**config.mk**
```make
export PLATFORM = sky130hd
export DESIGN_NAME = memctrl_banked
export DESIGN_NICKNAME = d
export VERILOG_FILES = /design/src/rtl/memctrl_banked.sv
export SDC_FILE = /design/constraint.sdc
export NUM_CORES = 1
export LEC_CHECK = 0
export CORE_MARGIN = 3
export CORE_UTILIZATION = 43
export CTS_CLUSTER_DIAMETER = 60
export CTS_CLUSTER_SIZE = 40
export DETAILED_ROUTE_END_ITERATION = 16
export PLACE_DENSITY_LB_ADDON = 0.08
export SYNTH_ARGS = -nofsm -noshare
export SYNTH_HDL_FRONTEND = slang
export SYNTH_SLANG_ARGS = --single-unit
```
**constraint.sdc**
```tcl
create_clock -name CLK -period 1.9 [get_ports CLK]
set_input_delay 0.285 -clock CLK [delete_from_list [all_inputs] [get_ports CLK]]
set_output_delay 0.285 -clock CLK [all_outputs]
set_load 0.01 [all_outputs]
```
**src/rtl/memctrl_banked.sv**
```systemverilog
// memctrl_banked: banked SRAM controller with host command staging.
// Host commands ({WEB,OEB,ADDR,IDATA}) are staged on CLK whenever CSB is low.
// A synchronised rising edge of the asynchronous CE strobe launches the staged
// command into one of NUM_BANKS SRAM macros. The top log2(NUM_BANKS) address
// bits select the bank.
// Optional macro MEMCTRL_BISR_EN adds a small spare-word table that redirects
// accesses to logged faulty addresses into spare registers.
//
// Handshake: there is no ready/valid pair on the host side. A CE rise is
// accepted only when the FSM is idle and a command is staged. A CE rise that
// arrives while BUSY is dropped and sets the sticky OVR flag. A CE rise with
// nothing staged is ignored.
module memctrl_banked #(
    parameter int ADDR_W     = 16,
    parameter int DATA_W     = 8,
    parameter int NUM_BANKS  = 4,
    parameter int MEM_RD_LAT = 1,
    parameter int SPARE_N    = 4
) (
    input  logic                                    CLK,
    input  logic                                    RSTN,
    input  logic                                    CE,
    input  logic                                    CSB,
    input  logic                                    WEB,
    input  logic                                    OEB,
    input  logic [ADDR_W-1:0]                       ADDR,
    input  logic [DATA_W-1:0]                       IDATA,
    output logic [DATA_W-1:0]                       ODATA,
    output logic                                    BUSY,
    output logic                                    OVR,
    output logic [NUM_BANKS-1:0]                    MEM_CEN,
    output logic                                    MEM_WEN,
    output logic [ADDR_W-$clog2(NUM_BANKS)-1:0]     MEM_A,
    output logic [DATA_W-1:0]                       MEM_D,
    input  logic [NUM_BANKS*DATA_W-1:0]             MEM_Q,
    input  logic                                    FAIL_VLD,
    input  logic [ADDR_W-1:0]                       FAIL_ADDR,
    output logic [1:0]                              DBG_STATE
);

    localparam int BANK_W = $clog2(NUM_BANKS);
    localparam int LOC_W  = ADDR_W - BANK_W;
    localparam int SEL_W  = (BANK_W > 0) ? BANK_W : 1;

    typedef enum logic [1:0] {
        S_IDLE    = 2'd0,
        S_ACCESS  = 2'd1,
        S_WAIT    = 2'd2,
        S_CAPTURE = 2'd3
    } state_t;

    state_t              state_q, state_d;
    logic [1:0]          cnt_q, cnt_d;
    logic [2:0]          ce_sync_q, ce_sync_d;
    logic                stg_v_q, stg_v_d;
    logic                stg_web_q, stg_web_d;
    logic                stg_oeb_q, stg_oeb_d;
    logic [ADDR_W-1:0]   stg_addr_q, stg_addr_d;
    logic [DATA_W-1:0]   stg_data_q, stg_data_d;
    logic                cmd_web_q, cmd_web_d;
    logic                cmd_oeb_q, cmd_oeb_d;
    logic [ADDR_W-1:0]   cmd_addr_q, cmd_addr_d;
    logic [DATA_W-1:0]   cmd_data_q, cmd_data_d;
    logic [DATA_W-1:0]   odata_q, odata_d;
    logic                ovr_q, ovr_d;

    logic                ce_rise;
    logic [SEL_W-1:0]    bank_sel;
    logic [DATA_W-1:0]   bank_rdata;
    logic                spare_hit;
    logic [DATA_W-1:0]   spare_rdata;

    // The bank comes from the launched command register. It therefore stays
    // stable through WAIT and CAPTURE, even if a new command is staged.
    generate
        if (BANK_W > 0) begin : g_bank
            assign bank_sel = cmd_addr_q[ADDR_W-1 -: SEL_W];
        end else begin : g_nobank
            assign bank_sel = '0;
        end
    endgenerate

    assign ce_rise    = ce_sync_q[1] & ~ce_sync_q[2];
    assign bank_rdata = MEM_Q[bank_sel*DATA_W +: DATA_W];

`ifdef MEMCTRL_BISR_EN
    logic              sp_v_q    [SPARE_N];
    logic              sp_v_d    [SPARE_N];
    logic [ADDR_W-1:0] sp_addr_q [SPARE_N];
    logic [ADDR_W-1:0] sp_addr_d [SPARE_N];
    logic [DATA_W-1:0] sp_data_q [SPARE_N];
    logic [DATA_W-1:0] sp_data_d [SPARE_N];
    logic              fail_present;
    logic              slot_taken;

    // Spare table: look up the hit, append new faulty addresses, and write spare data.
    always_comb begin
        spare_hit    = 1'b0;
        spare_rdata  = '0;
        fail_present = 1'b0;
        slot_taken   = 1'b0;
        for (int i = 0; i < SPARE_N; i++) begin
            sp_v_d[i]    = sp_v_q[i];
            sp_addr_d[i] = sp_addr_q[i];
            sp_data_d[i] = sp_data_q[i];
            if (sp_v_q[i] && sp_addr_q[i] == cmd_addr_q) begin
                spare_hit   = 1'b1;
                spare_rdata = sp_data_q[i];
            end
            if (sp_v_q[i] && sp_addr_q[i] == FAIL_ADDR) begin
                fail_present = 1'b1;
            end
        end
        for (int i = 0; i < SPARE_N; i++) begin
            // Entries fill in order, so the first invalid slot is the append point.
            if (FAIL_VLD && !fail_present && !slot_taken && !sp_v_q[i]) begin
                sp_v_d[i]    = 1'b1;
                sp_addr_d[i] = FAIL_ADDR;
                slot_taken   = 1'b1;
            end
            if (state_q == S_ACCESS && !cmd_web_q && sp_v_q[i] && sp_addr_q[i] == cmd_addr_q) begin
                sp_data_d[i] = cmd_data_q;
            end
        end
    end

    // Spare table registers.
    always_ff @(posedge CLK or negedge RSTN) begin
        if (!RSTN) begin
            for (int i = 0; i < SPARE_N; i++) begin
                sp_v_q[i]    <= 1'b0;
                sp_addr_q[i] <= '0;
                sp_data_q[i] <= '0;
            end
        end else begin
            for (int i = 0; i < SPARE_N; i++) begin
                sp_v_q[i]    <= sp_v_d[i];
                sp_addr_q[i] <= sp_addr_d[i];
                sp_data_q[i] <= sp_data_d[i];
            end
        end
    end
`else
    logic unused_bisr;
    assign unused_bisr = ^{FAIL_VLD, FAIL_ADDR};
    assign spare_hit   = 1'b0;
    assign spare_rdata = '0;
`endif

    // Next state: CE synchroniser, access FSM, read capture, overrun flag, staging.
    always_comb begin
        state_d    = state_q;
        cnt_d      = cnt_q;
        ce_sync_d  = {ce_sync_q[1:0], CE};
        stg_v_d    = stg_v_q;
        stg_web_d  = stg_web_q;
        stg_oeb_d  = stg_oeb_q;
        stg_addr_d = stg_addr_q;
        stg_data_d = stg_data_q;
        cmd_web_d  = cmd_web_q;
        cmd_oeb_d  = cmd_oeb_q;
        cmd_addr_d = cmd_addr_q;
        cmd_data_d = cmd_data_q;
        odata_d    = odata_q;
        ovr_d      = ovr_q;

        case (state_q)
            S_IDLE: begin
                if (ce_rise && stg_v_q) begin
                    cmd_web_d  = stg_web_q;
                    cmd_oeb_d  = stg_oeb_q;
                    cmd_addr_d = stg_addr_q;
                    cmd_data_d = stg_data_q;
                    stg_v_d    = 1'b0;
                    state_d    = S_ACCESS;
                end
            end
            S_ACCESS: begin
                if (!cmd_web_q) begin
                    state_d = S_IDLE;
                end else if (MEM_RD_LAT > 1) begin
                    cnt_d   = 2'(MEM_RD_LAT - 2);
                    state_d = S_WAIT;
                end else begin
                    state_d = S_CAPTURE;
                end
            end
            S_WAIT: begin
                if (cnt_q == 2'd0) begin
                    state_d = S_CAPTURE;
                end else begin
                    cnt_d = cnt_q - 2'd1;
                end
            end
            S_CAPTURE: begin
                if (!cmd_oeb_q) begin
                    odata_d = spare_hit ? spare_rdata : bank_rdata;
                end
                state_d = S_IDLE;
            end
            default: state_d = S_IDLE;
        endcase

        if (ce_rise && state_q != S_IDLE) begin
            ovr_d = 1'b1;
        end

        // Staging comes after the launch clear. A command staged in the
        // launch cycle therefore keeps STG_V set.
        if (!CSB) begin
            stg_v_d    = 1'b1;
            stg_web_d  = WEB;
            stg_oeb_d  = OEB;
            stg_addr_d = ADDR;
            stg_data_d = IDATA;
        end
    end

    // State and datapath registers; reset aborts any access in flight.
    always_ff @(posedge CLK or negedge RSTN) begin
        if (!RSTN) begin
            state_q    <= S_IDLE;
            cnt_q      <= '0;
            ce_sync_q  <= '0;
            stg_v_q    <= 1'b0;
            stg_web_q  <= 1'b1;
            stg_oeb_q  <= 1'b1;
            stg_addr_q <= '0;
            stg_data_q <= '0;
            cmd_web_q  <= 1'b1;
            cmd_oeb_q  <= 1'b1;
            cmd_addr_q <= '0;
            cmd_data_q <= '0;
            odata_q    <= '0;
            ovr_q      <= 1'b0;
        end else begin
            state_q    <= state_d;
            cnt_q      <= cnt_d;
            ce_sync_q  <= ce_sync_d;
            stg_v_q    <= stg_v_d;
            stg_web_q  <= stg_web_d;
            stg_oeb_q  <= stg_oeb_d;
            stg_addr_q <= stg_addr_d;
            stg_data_q <= stg_data_d;
            cmd_web_q  <= cmd_web_d;
            cmd_oeb_q  <= cmd_oeb_d;
            cmd_addr_q <= cmd_addr_d;
            cmd_data_q <= cmd_data_d;
            odata_q    <= odata_d;
            ovr_q      <= ovr_d;
        end
    end

    // SRAM strobes are active only in ACCESS, and only on a spare-table miss.
    always_comb begin
        MEM_CEN = '1;
        MEM_WEN = 1'b1;
        if (state_q == S_ACCESS && !spare_hit) begin
            MEM_CEN[bank_sel] = 1'b0;
            MEM_WEN           = cmd_web_q;
        end
    end

    assign MEM_A     = cmd_addr_q[LOC_W-1:0];
    assign MEM_D     = cmd_data_q;
    assign ODATA     = odata_q;
    assign BUSY      = (state_q != S_IDLE);
    assign OVR       = ovr_q;
    assign DBG_STATE = state_q;

endmodule

```
==> Word-level counts from Yosys, hierarchy flattened <==
Cells that the tools add are included.
{ "totals": {"out_inout_bits": 39, "inputBits": 79, "reg_bits": 69, "elab_cells": 52} }
{ "op_classes": {"n_reduce_logical": 11, "shifts": 1, "magnitude_cmp": 2, "n_addsub": 1, "mux": 11, "bitwise_logic": 5, "eq_ne": 7} }
{ "op_table": {"columns": ["op", "n"], "rows": [
  ["$shiftx 32x6->8", 1],
  ["$reduce_and 2->1", 5],
  ["$pmux 2 s4", 1],
  ["$mux 2", 3],
  ["$mux 1", 5],
  ["$eq 2x2->1 const B", 2],
  ["$logic_not 2->1", 2],
  ["$mux 4", 1],
  ["$ne 2x1->1 const B", 2],
  ["$ne 2x2->1 const B", 2],
  ["$not 4->4", 1],
  ["$logic_and 1x1->1", 3],
  ["$lt 2x3->1 const B", 1],
  ["$not 1->1", 3],
  ["$demux 1 s2", 1],
  ["$eq 2x1->1 const B", 1],
  ["$ge 2x1->1 const B", 1],
  ["$reduce_bool 2->1", 1],
  ["$sub 2x1->2 const B", 1],
  ["$and 1x1->1", 1]
]} }

==> Longest topological paths before layout <==
{ "logic_depth": {"depth_word": 6, "depth_mapped": 4, "mapped_depth_nobuf": 4} }

==> Worst setup path after synthesis <==
No wires, ideal clock.
{ "synth_path": {"kind": "register to output", "startpoint": "reg state_q[0], in the netlist DBG_STATE[0]", "endpoint": "out MEM_CEN[0]", "required_ps": 1615, "stages_incl_launch_ff": 3, "path_slack_ps": 395, "arrival_ps": 1220, "n_path_buf": 0, "cell_sequence": "dfrtp_1 -> nor2b_1 -> or3b_2"} }
{ "synth_via": {"elab_chain_len": 2} }
{ "synth_rtl": {"columns": ["element", "line_no", "source"], "rows": [
  ["from (decl)", "52", "state_t state_q, state_d;"],
  ["from (signal assigned)", "237", "state_q <= state_d;"],
  ["$eq 2x1->1", "258", "if (state_q == S_ACCESS && !spare_hit) begin"],
  ["$mux 4", "258", null],
  ["to (decl)", "31", "output logic [NUM_BANKS-1:0] MEM_CEN,"]
]} }
No other way between the ends.

==> Final worst setup path <==
{ "layout_path": {"startpoint": "reg state_q[1], in the netlist DBG_STATE[1]", "endpoint": "out MEM_CEN[0]"} }
The elaborated chain is that of the path after synthesis.

==> impl_metrics.py <==
metrics = {
    "outcome": {
        "status": "complete, no violations",
    },
    "logic_synthesis": {
        "synthTopCellsByArea": "dfrtp_1, mux2_2, mux4_2, buf_4, dfstp_2",
        "yosys.area_share.simple_pct": 3.21,
        "syn_inst": 182,
        "synthMuxAreaShare_pct": 30.0,
        "syn_area_mm2": 0.00293,
        "synth-compound-area-share_pct": 0.898,
        "synth_edf_count": 0,
        "ys_seq_elements": 69,
        "synth_xor_xnor_area_share_pct": 0.299,
        "synth_top_area_cell": "dfrtp_1",
        "synth_top_family_by_area": "multiplexers",
        "syn_area_per_cell_um2": 16.1,
        "synth_fa_ha_area_share_pct": 0.428,
        "synth_top_area_share_pct": 55.6,
        "synth_nets": 262,
        "synthFlopType": "dfrtp_1",
        "ys_warn_count": 0,
        "async_reset_ff_share_pct": 100,
        "synth_cell_type_count": 26,
        "seq_area_frac_synth_pct": 59.2,
    },
    "worst_setup_path": {
        "critPathSlowestCell": "or3b_2",
        "cp.arrival_ns": 1.53,
        "reg2reg_depth": 3,
        "crit_chain": "nor2b_2 > or3b_2 > clkdlybuf4s15_1",
        "critPathCaptureType": "output port",
        "critPathLaunch": "DBG_STATE[1]$_DFFE_PN0P_",
        "critPathCapture": "MEM_CEN[0]",
        "worstPathRequired_ns": 1.62,
        "slowest_delay_ns": 0.44,
        "r2r-end": "ODATA[7]$_DFFE_PN0P_",
        "start_kind": "flip-flop",
        "worst-path-max-fanout": 2,
        "reg2reg_from": "cmd_addr_q[14]$_DFFE_PN0P_",
        "worst-setup-path-type": "flip-flop to output port",
        "ff2ff_setup_slack_ns": 0.35,
    },
    "placed_design": {
        "pre_cts_ws_ns": 0.160,
        "place_area_mm2": 0.00395,
        "gp_congestion": 0.728,
        "io_buffers": 100,
        "hpwl_um": 4000,
        "placedCellCount": 347,
    },
    "min_path": {
        "hp-class": "flip-flop to flip-flop",
    },
    "die": {
        "die_area_mm2": 0.00783,
        "ios": 118,
        "die_h_um": 88.5,
        "rows": 29,
        "die_w_um": 88.5,
        "start_util_pct": 45.3,
        "core_mm2": 0.00646,
    },
    "drt": {
        "routed_via_density": 4.97,
        "wirelength_um": 5690,
        "drt_iter0_drc": 60,
        "drtAntennaViolNets": 0,
        "dr.pass1.iters": 2,
        "vias": 1809,
        "routedWlPerCell_um": 15.6,
        "post-route-drc-count": 0,
    },
    "cts": {
        "cts-htree-levels": 3,
        "clock_sinks": 69,
        "cts_tree": "yes",
        "cts_buffer_depth": 2,
        "cts_setup_buffers": 0,
        "ctsRootBufferMaster": "clkbuf_8",
        "cts_buffers": 9,
        "cts.clk_slew.worst_paths_ns": 0.08,
        "clock_latency_ns": 0.33,
    },
    "global_routing": {
        "grt_max_degree": 70,
        "grt_pass1_vias": 1911,
        "grt_pass1_wl_um": 9020,
        "antenna_found_initial": 0,
        "grt_usage_pct": 15.3,
        "overflow": 0,
    },
    "final_layout": {
        "fin_area_mm2": 0.00422,
        "n_antenna_cell": 0,
        "layout.area.seq_mm2": 0.00173,
        "drive_gt1_share_pct": 34.5,
        "area_delta_synth_final_pct": 44.0,
        "multiInputGateArea_mm2": 0.00102,
        "layout.nets": 362,
        "num-fill-cells": 506,
        "instances_no_fill": 364,
        "final_cell_mix": "clkdlybuf4s50_1, dfrtp_1, mux2_2, clkbuf_8, buf_4",
        "mostFrequentLayoutCell": "clkdlybuf4s50_1",
    },
    "sta": {
        "setup_viol": 0,
        "min_period_ns": 1.81,
        "max_freq_ghz": 0.552,
        "tns_ns": 0,
        "fin_ws_ns": 0.0890,
        "relSlewSlack_pct": 72.2,
        "hold_violations": 0,
        "skew_ns": 0.0137,
        "finalCritPeriodShare_pct": 95.3,
        "rsz0062_at_grt": "no",
        "maxSlewViolCount": 0,
        "worst_pin_slew_ns": 0.416,
    },
    "pwr": {
        "irDropWorstVdd_mv": 0.613,
        "cellPowerDensity_mw_per_mm2": 1370,
        "p_leak_nw": 1.76,
    },
    "flow_run": {
        "max-cap-violations": 0,
    },
}
## where the power goes
part | switching, mW | internal, mW
Clock | 0.556 | 0.914
Combinational | 0.786 | 1.38
Sequential | 0.217 | 1.94
Total | 1.56 | 4.23
## cell type report
cell class / instances / share of cell area, %
repair buffers: 110 / 26.1
inverters: 5 / 0.445
well taps: 77 / 2.29
flip-flops and latches: 69 / 41.1
clock buffers: 11 / 3.35
clock inverters: 5 / 2.52
multi-input cells: 87 / 24.2
## flip-flops by register name (all words and copies together) (netlist names), 2 cells and up
| register | count |
|---|---|
| cmd_addr_q | 16 |
| ODATA | 8 |
| ce_sync_q | 3 |
| DBG_STATE | 2 |
| stg_addr_q | 16 |
| MEM_D | 8 |
| cnt_q | 2 |
| stg_data_q | 8 |
## synth_stat cells, types with 2 or more instances
| master | n |
|---|---|
| dfrtp_1 | 65 |
| nand3b_1 | 3 |
| mux2_2 | 59 |
| buf_6 | 3 |
| inv_1 | 5 |
| buf_4 | 14 |
| dfstp_2 | 4 |
| nand2b_1 | 2 |
| nand2_1 | 2 |
| mux4_1 | 3 |
| mux4_2 | 5 |
| buf_2 | 3 |
## through the flow
| stage | power, mW | hold WS, ns | util [%] |
|---|---|---|---|
| 2_1_floorplan | 3.43 | -0.0106 | - |
| 3_3_place_gp | 4.37 | 0.331 | 61.2 |
| 3_5_place_dp | 4.41 | 0.333 | 61.2 |
| 4_1_cts | 5.87 | 0.360 | 65.1 |
| 5_1_grt | 6.12 | 0.367 | 65.3 |
| 6_report | 5.79 | 0.350 | 65.3 |
## critical path: cells and delay by family, from the launching register on
kind | cells | cell delay [ns]
simple gates | 2 | 0.56
buf+inv | 1 | 0.26
flops | 1 | 0.39
## worst min-delay path by stage
stage	startpoint	end	slack (ns)	depth (start not counted)
floorplan	RSTN	DBG_STATE[0]$_DFFE_PN0P_	-0.01	0
global placement	RSTN	ODATA[2]$_DFFE_PN0P_	0.33	2
detailed placement	RSTN	ODATA[2]$_DFFE_PN0P_	0.33	2
CTS	ce_sync_q[0]$_DFF_PN0_	ce_sync_q[1]$_DFF_PN0_	0.36	0
global route	ce_sync_q[0]$_DFF_PN0_	ce_sync_q[1]$_DFF_PN0_	0.37	0
finish	ce_sync_q[0]$_DFF_PN0_	ce_sync_q[1]$_DFF_PN0_	0.35	0
## logic make-up after synthesis
logic type      after synthesis
xor+xnor                      1
buf+inv                      26
compound gates                3
mux                          69
flops                        69
fa+ha+maj                     1
simple gates                 13
## per-layer routing
layer,GRT usage [%],vias to the layer above,wire (um)
met5,0,-,0
met4,7.14,0,106
met3,5.03,12,448
met2,24.1,61,2750
met1,19.1,905,2380
li1,-,831,-
## repair_timing
item	in CTS	in global routing
gates resized for setup	4	4
hold buffers	1	0
endpoints found under the hold margin	65	0
endpoints found under the setup margin	4	3
pin swaps	0	0
gates cloned	0	0
Power figures use the tool's default switching activity.
